File: config.mk
export PLATFORM = sky130hd
export DESIGN_NAME = irq_encoder16x4_flat
export DESIGN_NICKNAME = d
export VERILOG_FILES = /design/src/rtl/irq_encoder16x4_pkg.sv /design/src/rtl/irq_encoder16x4_if.sv /design/src/rtl/irq_encoder16x4_prio_enc16.sv /design/src/rtl/irq_encoder16x4.sv /design/src/flat_wrapper.sv
export SDC_FILE = /design/constraint.sdc
export NUM_CORES = 1
export LEC_CHECK = 0
export ABC_CLOCK_PERIOD_IN_PS = 1800
export CORE_UTILIZATION = 42
export DETAILED_ROUTE_END_ITERATION = 7
export GPL_ROUTABILITY_DRIVEN = 0
export PLACE_DENSITY = 0.8
export SYNTH_ARGS = -nofsm -noshare
export SYNTH_HDL_FRONTEND = slang
export SYNTH_SLANG_ARGS = --single-unit
File: constraint.sdc
create_clock -name clk -period 1.8 [get_ports clk]
set_input_delay 0.27 -clock clk [delete_from_list [all_inputs] [get_ports clk]]
set_output_delay 0.27 -clock clk [all_outputs]
set_load 0.01 [all_outputs]
File: src/rtl/irq_encoder16x4_pkg.sv
// Shared constants, FSM state type and helpers for the 16-to-4 request encoder.
// Imported by the interface, the priority sub-module and the top.
package enc_pkg;
  localparam int N_REQ  = 16;
  localparam int W_CODE = 4;

  typedef enum logic {
    IDLE    = 1'b0,
    PRESENT = 1'b1
  } enc_state_t;

  function automatic logic [N_REQ-1:0] code_onehot(input logic [W_CODE-1:0] c);
    return {{(N_REQ-1){1'b0}}, 1'b1} << c;
  endfunction
endpackage

File: src/rtl/irq_encoder16x4_if.sv
// Request/acknowledge bus between event sources and the encoder.
// The producer side drives requests, mask and ack; the encoder returns code/valid/pend.
interface irq_encoder16x4_if;
  import enc_pkg::*;

  logic [N_REQ-1:0]  req;
  logic [N_REQ-1:0]  mask;
  logic              ack;
  logic [W_CODE-1:0] code;
  logic              valid;
  logic [N_REQ-1:0]  pend;

  modport master (
    output req, mask, ack,
    input  code, valid, pend
  );

  modport slave (
    input  req, mask, ack,
    output code, valid, pend
  );
endinterface

File: src/rtl/irq_encoder16x4_prio_enc16.sv
// Combinational 16-input priority encoder; direction chosen by LSB_HIGHEST.
// Later loop iterations override earlier ones, so loop order sets the winner.
module prio_enc16
  import enc_pkg::*;
#(
  parameter bit LSB_HIGHEST = 1'b0
) (
  input  logic [N_REQ-1:0]  vec,
  output logic [W_CODE-1:0] idx,
  output logic              found
);

  always_comb begin
    idx   = '0;
    found = 1'b0;
    if (LSB_HIGHEST) begin
      for (int i = N_REQ - 1; i >= 0; i--) begin
        if (vec[i]) begin
          idx   = W_CODE'(i);
          found = 1'b1;
        end
      end
    end else begin
      for (int i = 0; i < N_REQ; i++) begin
        if (vec[i]) begin
          idx   = W_CODE'(i);
          found = 1'b1;
        end
      end
    end
  end

endmodule

File: src/rtl/irq_encoder16x4.sv
// Registered 16-to-4 priority encoder with sticky pending bits and a
// request/acknowledge handshake; a presented code stays frozen until acked.
module irq_encoder16x4
  import enc_pkg::*;
#(
  parameter bit LSB_HIGHEST = 1'b0
) (
  input logic             clk,
  input logic             rst_n,
  irq_encoder16x4_if.slave bus
);

  enc_state_t        state_reg;
  logic [N_REQ-1:0]  pend_reg;
  logic [W_CODE-1:0] code_reg;
  logic              valid_reg;

  logic [N_REQ-1:0]  elig;
  logic [N_REQ-1:0]  clr;
  logic [W_CODE-1:0] sel_idx;
  logic              sel_found;

  assign elig = pend_reg & ~bus.mask;

  // Retire only the code actually presented; ack outside PRESENT does nothing.
  assign clr = (state_reg == PRESENT && bus.ack) ? code_onehot(code_reg) : '0;

  prio_enc16 #(
    .LSB_HIGHEST(LSB_HIGHEST)
  ) u_prio (
    .vec  (elig),
    .idx  (sel_idx),
    .found(sel_found)
  );

  always_ff @(posedge clk or negedge rst_n) begin
    if (!rst_n) begin
      state_reg <= IDLE;
      pend_reg  <= '0;
      code_reg  <= '0;
      valid_reg <= 1'b0;
    end else begin
      // A request arriving in the retiring cycle keeps its bit pending.
      pend_reg <= (pend_reg & ~clr) | bus.req;
      case (state_reg)
        IDLE: begin
          if (sel_found) begin
            code_reg  <= sel_idx;
            valid_reg <= 1'b1;
            state_reg <= PRESENT;
          end
        end
        PRESENT: begin
          if (bus.ack) begin
            valid_reg <= 1'b0;
            state_reg <= IDLE;
          end
        end
        default: begin
          valid_reg <= 1'b0;
          state_reg <= IDLE;
        end
      endcase
    end
  end

  assign bus.code  = code_reg;
  assign bus.valid = valid_reg;
  assign bus.pend  = pend_reg;

endmodule

File: src/flat_wrapper.sv
// flat-port wrapper written by rule: the top's interface ports become plain ports
module irq_encoder16x4_flat import enc_pkg::*;
#(
  parameter bit LSB_HIGHEST = 1'b0
)
  (clk, rst_n, bus_req, bus_mask, bus_ack, bus_code, bus_valid, bus_pend);
  irq_encoder16x4_if bus_i ();
  input logic clk;
  input logic rst_n;
  input wire logic [$bits(bus_i.req)-1:0] bus_req;
  input wire logic [$bits(bus_i.mask)-1:0] bus_mask;
  input wire logic [$bits(bus_i.ack)-1:0] bus_ack;
  output wire logic [$bits(bus_i.code)-1:0] bus_code;
  output wire logic [$bits(bus_i.valid)-1:0] bus_valid;
  output wire logic [$bits(bus_i.pend)-1:0] bus_pend;
  assign bus_i.req = bus_req;
  assign bus_i.mask = bus_mask;
  assign bus_i.ack = bus_ack;
  assign bus_code = bus_i.code;
  assign bus_valid = bus_i.valid;
  assign bus_pend = bus_i.pend;
  irq_encoder16x4 #(.LSB_HIGHEST(LSB_HIGHEST)) u_core (.clk(clk), .rst_n(rst_n), .bus(bus_i));
endmodule
=== Word level (Yosys, flattened, before mapping) ===
Index checks and enable logic that the tools add are counted.

* Word-level logic and storage cells: 54
* Bits in registers: 22
* Output and inout port bits: 21
* Bits of input ports: 35

* Bitwise operators: 6
* Shift operators: 1
* Reductions and logical operators: 3
* Multiplexer cells: 38
* Equality and inequality tests: 2

{| class="wikitable"
|+ Operators with widths
! cell !! count
|-
| two-way mux 4 bit || 14
|-
| AND 16 bit || 2
|-
| inverter 16 bit || 2
|-
| two-way mux 1 bit || 21
|-
| two-way mux 16 bit || 1
|-
| bitwise OR 16 bit || 1
|-
| << shifter 1 x 4 -> 16 bit (first input constant) || 1
|-
| case mux 1 bit (2 select lines) || 2
|-
| AND reduction 2 bit || 2
|-
| inequality test 2 x 1 -> 1 bit (second input constant) || 1
|-
| inequality test 2 bit (second input constant) || 1
|-
| logical AND 1 bit || 1
|-
| inverter 1 bit || 1
|}

=== Logic depth before layout (Yosys ltp) ===
* Word-level depth: 20
* Gate-level depth with buffers: 6
* Gate-level depth less buffers: 5

=== Hierarchy ===
From an unflattened synthesis, not the netlist that was laid out.

* Cells, all modules: 130
* Area total of the unflattened synthesis: 1204.9 um^2

{| class="wikitable"
|+ By module, submodules not included
! module !! cells each !! instances !! seq. area each (um^2) !! area an instance (um^2)
|-
| irq_encoder16x4 || 101 || 1 || 550.5 || 1043.5
|-
| prio_enc16 || 29 || 1 || 0.0 || 161.4
|}

=== Worst setup path after synthesis ===
No wires, ideal clock.

* Path type: register to register
* From: register u_core.pend_reg[7] (netlist: u_core.bus.pend[7])
* To: register u_core.code_reg[0] (netlist: u_core.bus.code[0])
* Setup time: 0.077 ns
* Buffers on the path: 0
* Arrival time: 1.365 ns
* Stages on the path, launching flop included: 6
* Period minus slack after synthesis: 1.442 ns
* Slack: 0.358 ns
* Data required time: 1.723 ns
* Cells stage by stage: dfrtp_1 > nor2b_2 > nor4_4 > a41oi_4 > nor2b_1 > a21oi_1

* Longest elaborated chain between the ends: 11
* Elaborated cells between the ends (all ways): 20
* Those cells by class: 18 x mux; 1 x bitwise; 1 x reduce/logical

{| class="wikitable"
|+ RTL lines
! item !! line !! RTL
|-
| start: declaration || irq_encoder16x4.sv:14 || <nowiki>logic [N_REQ-1:0] pend_reg;</nowiki>
|-
| start signal: assignment || irq_encoder16x4.sv:44 || <nowiki>pend_reg <= (pend_reg & ~clr) | bus.req;</nowiki>
|-
| AND 16 bit (*) || irq_encoder16x4.sv:23 || <nowiki>assign elig = pend_reg & ~bus.mask;</nowiki>
|-
| two-way mux 1 bit (9 in a row) || irq_encoder16x4_prio_enc16.sv:25 || <nowiki>if (vec[i]) begin</nowiki>
|-
| AND reduction 2 bit (no source line) || -- ||
|-
| end signal: assignment || irq_encoder16x4.sv:48 || <nowiki>code_reg <= sel_idx;</nowiki>
|-
| end: declaration || irq_encoder16x4.sv:15 || <nowiki>logic [W_CODE-1:0] code_reg;</nowiki>
|}

Every way passes the cells marked *; elsewhere a longest branch is shown, timed or not.
A chain may end at the register's enable or synchronous reset.

=== Final worst setup path ===
* From: register u_core.code_reg[1] (netlist: u_core.bus.code[1])
* To: output port bus_code[1]

{| class="wikitable"
|+ RTL lines
! item !! line !! RTL
|-
| end: declaration || flat_wrapper.sv:13 || <nowiki>output wire logic [$bits(bus_i.code)-1:0] bus_code;</nowiki>
|}

No word-level cell between the ends.

==> flow_summary_export.csv <==
group,metric,value,unit
run_status,status,"finished with violations",
run_status,violated_checks,"DRC",
power,peakVddDrop,598.6,uV
clock_tree,cts_root_buffer,"clkbuf_4",
yosys,yosysWarningCount,0,
drt,drt_iter0_drc,51,
sta,period_share,0.9417,
sta,clock_skew,4.222,ps
setup_path,worst_path_dominant_cell_family,"buffers and inverters",
yosys,synth-seq-cells,22,
floorplanning,die_h,57.61,um
floorplanning,start_util,0.4553,
yosys,average_cell_area_after_synthesis,10.47,um^2
yosys,largest_cells_by_area_after_synthesis,"dfrtp_1 (42%), nand2b_1 (8.2%), nor2b_4 (6.4%), nor4_4 (4.9%), o31ai_1 (4.0%)",
sta,fin_ws,105.0,ps
drt,viasPerCell,5.477,
setup_path,worst_setup_path_category,"register to output port",
sta,worst_slew_pin_slew,332.4,ps
clock_tree,number_of_buffers_added_for_setup_after_cts,0,
final_layout,layout.cell_area.non_filler,0.001964,mm^2
hold_path,hold_path.class,"primary input to async pin",
yosys,netlist.area_leader.share,0.4239,
setup_path,critical_path.startpoint_type,"register",
yosys,synth.lib_cells_used.distinct,32,
sta,final_max_slew_viol_count,0,
clock_tree,cts_tree,"built",
yosys,postSynthCellCount,124,
place,port_buffers,55,
final_layout,share_of_layout_cells_above_drive_strength_1,0.1765,
final_layout,fillerInstances,208,
setup_path,worstPathBufferInverterCount,1,
floorplanning,core_region_area,0.002853,mm^2
setup_path,critPathMaxStageDelay,600,ps
yosys,post-synth-top-count-cell,"dfrtp_1",
setup_path,worst_path_max_delay_cell,"clkdlybuf4s50_1",
clock_tree,cts.sinks,22,
global_route,grt_pass1_vias,1214,
clock_tree,clk_pin_slew_worst_paths,130,ps
floorplanning,number_of_placed_i_o_pins,56,
global_route,grt_start_max_net_pins,23,
final_layout,number_of_flip_flops_in_the_largest_register,16,
final_layout,insertedDiodeCount,0,
final_layout,nNetsFinal,223,
drt,route.detailed.wl_per_inst,15.26,um
sta,finalCriticalPeriod,1695,ps
yosys,synth_enable_flop_cells,0,
clock_tree,cts_hold_buf,0,
drt,totalWireLength,3327,um
yosys,synthDominantAreaCellType,"dfrtp_1",
global_route,track_usage,0.2121,
drt,detailed_routing_iterations_pass_1,6,
yosys,async_reset_ff_frac,1.000,
place,dp_slack,-43.82,ps
floorplanning,die_span_in_x,57.61,um
final_layout,area_growth_syn_to_layout,51.25,%
drt,final_ant_viol_nets,0,
global_route,number_of_antenna_violations_at_the_first_check_in_global_routing,0,
yosys,mappedNetlistNets,159,
place,postPlaceCellArea,0.001928,mm^2
clock_tree,tritoncts.num_buffers,3,
setup_path,crit_path_max_fanout,8,
yosys,synth_top_cells_by_count,"dfrtp_1 (22), nand2b_1 (17), nor2_1 (11)",
yosys,ys_dominant_reg_cell,"dfrtp_1",
floorplanning,dieArea,0.003319,mm^2
yosys,syn-cell-area,0.001299,mm^2
setup_path,worst_setup_path_end_kind,"output port",
sta,worst_slew_margin_rel,0.7780,
clock_tree,cts_repair_resized_insts,0,
floorplanning,num_rows,19,
power,leakagePower,0.7743,nW
global_route,globalRoute.totalOverflow,0,
global_route,grt_first_pass_wirelength,5423,um
drt,vias,1194,
clock_tree,htree_num_levels,1,
yosys,synth-seq-area-share,0.4239,
setup_path,timing.critical_path.arrival,1430,ps
setup_path,worstPathCellList,"clkdlybuf4s50_1",
sta,setup_failing_eps_final,0,
sta,timing.fmax,590.0,MHz
power,powerDensity,919.7,mW/mm^2
sta,rsz0062_at_grt,"false",
drt,drc_errors_left,7,
setup_path,critical_path_required,1530,ps
clock_tree,cts.path.max_buffers,2,
sta,finalHoldViolations,0,
clock_tree,worstSkewPairLatency,300,ps
place,post-dp-hpwl,2656,um
job,maxCapViolCount,0,
-- cell usage in the layout (no fill, tap or decap), types with 5 or more instances in the layout --
cell / synthesis / final
nand2b_1: 17 / 17
clkdlybuf4s50_1: 0 / 55
dfrtp_1: 22 / 22
nor2_1: 11 / 11
o31ai_1: 7 / 7
o21ai_0: 7 / 7
buf_4: 0 / 7
nand2_1: 6 / 6
nor2b_4: 6 / 6
a21oi_1: 5 / 5
-- worst paths after layout --
check / startpoint / end / slack [ps] / cells after the start
setup / recovery: u_core.bus.code[1] / bus_code[1] / 100 / 1
hold / removal: rst_n / u_core.bus.pend[6] / 290 / 2
setup reg to reg: u_core.bus.pend[1] / u_core.bus.code[0] / 250 / 5
hold reg to reg: u_core.bus.pend[9] / u_core.bus.pend[9] / 520 / 1
max in group asynchronous: rst_n / u_core.bus.pend[4] / 1290 / 2
min in group clk: bus_req[13] / u_core.bus.pend[13] / 500 / 2
-- final cells by class --
type,instances,area [um^2],share of cell area
Clock buffer,4,36.28,0.01847
Inverter,1,3.754,0.001911
Multi-Input combinational cell,98,732.0,0.3726
Sequential cell,22,550.5,0.2803
Tap cell,31,38.79,0.01975
Timing Repair Buffer,62,603.1,0.3070
-- logic make-up (layout without fill, tap and decap cells) --
group / Yosys count / after routing / synth area share
and+or+nand+nor: 64 / 64 / 0.3719
DFF: 22 / 22 / 0.4239
AOI/OAI and AO/OA: 34 / 34 / 0.1917
buffers and inverters: 4 / 67 / 0.01252
-- report_power, final --
group | internal (mW) | total, mW | switching (mW) | leakage, nW
registers | 0.587 | 0.714 | 0.127 | 0.206
clock network | 0.123 | 0.276 | 0.153 | 0.0210
logic | 0.427 | 0.816 | 0.389 | 0.547
-- metal layers --
metal / part of all wire / vias to the layer above / wire [um] / GRT usage
li1: - / 564 / - / -
met1: 0.45 / 582 / 1483 / 0.2779
met2: 0.48 / 44 / 1602 / 0.3688
met3: 0.060 / 4 / 199 / 0.01563
met4: 0.013 / 0 / 42 / 0.07666
met5: 0 / - / 0 / 0
-- stage by stage --
stage | power (mW) | util | std cells | hold WS (ps) | setup TNS, ps
finish | 1.807 | 0.6886 | 218 | 294.0 | 0
global route | 1.931 | 0.6886 | 218 | 315.6 | 0
CTS | 1.810 | 0.6886 | 218 | 305.9 | 0
detailed placement | 1.535 | 0.6759 | 214 | 495.8 | -50.50
global placement | 1.521 | 0.6759 | 214 | 482.7 | -2.938
floorplan | 1.137 | - | 124 | -25.59 | 0
Note: power is estimated with default switching activity, not from simulation.
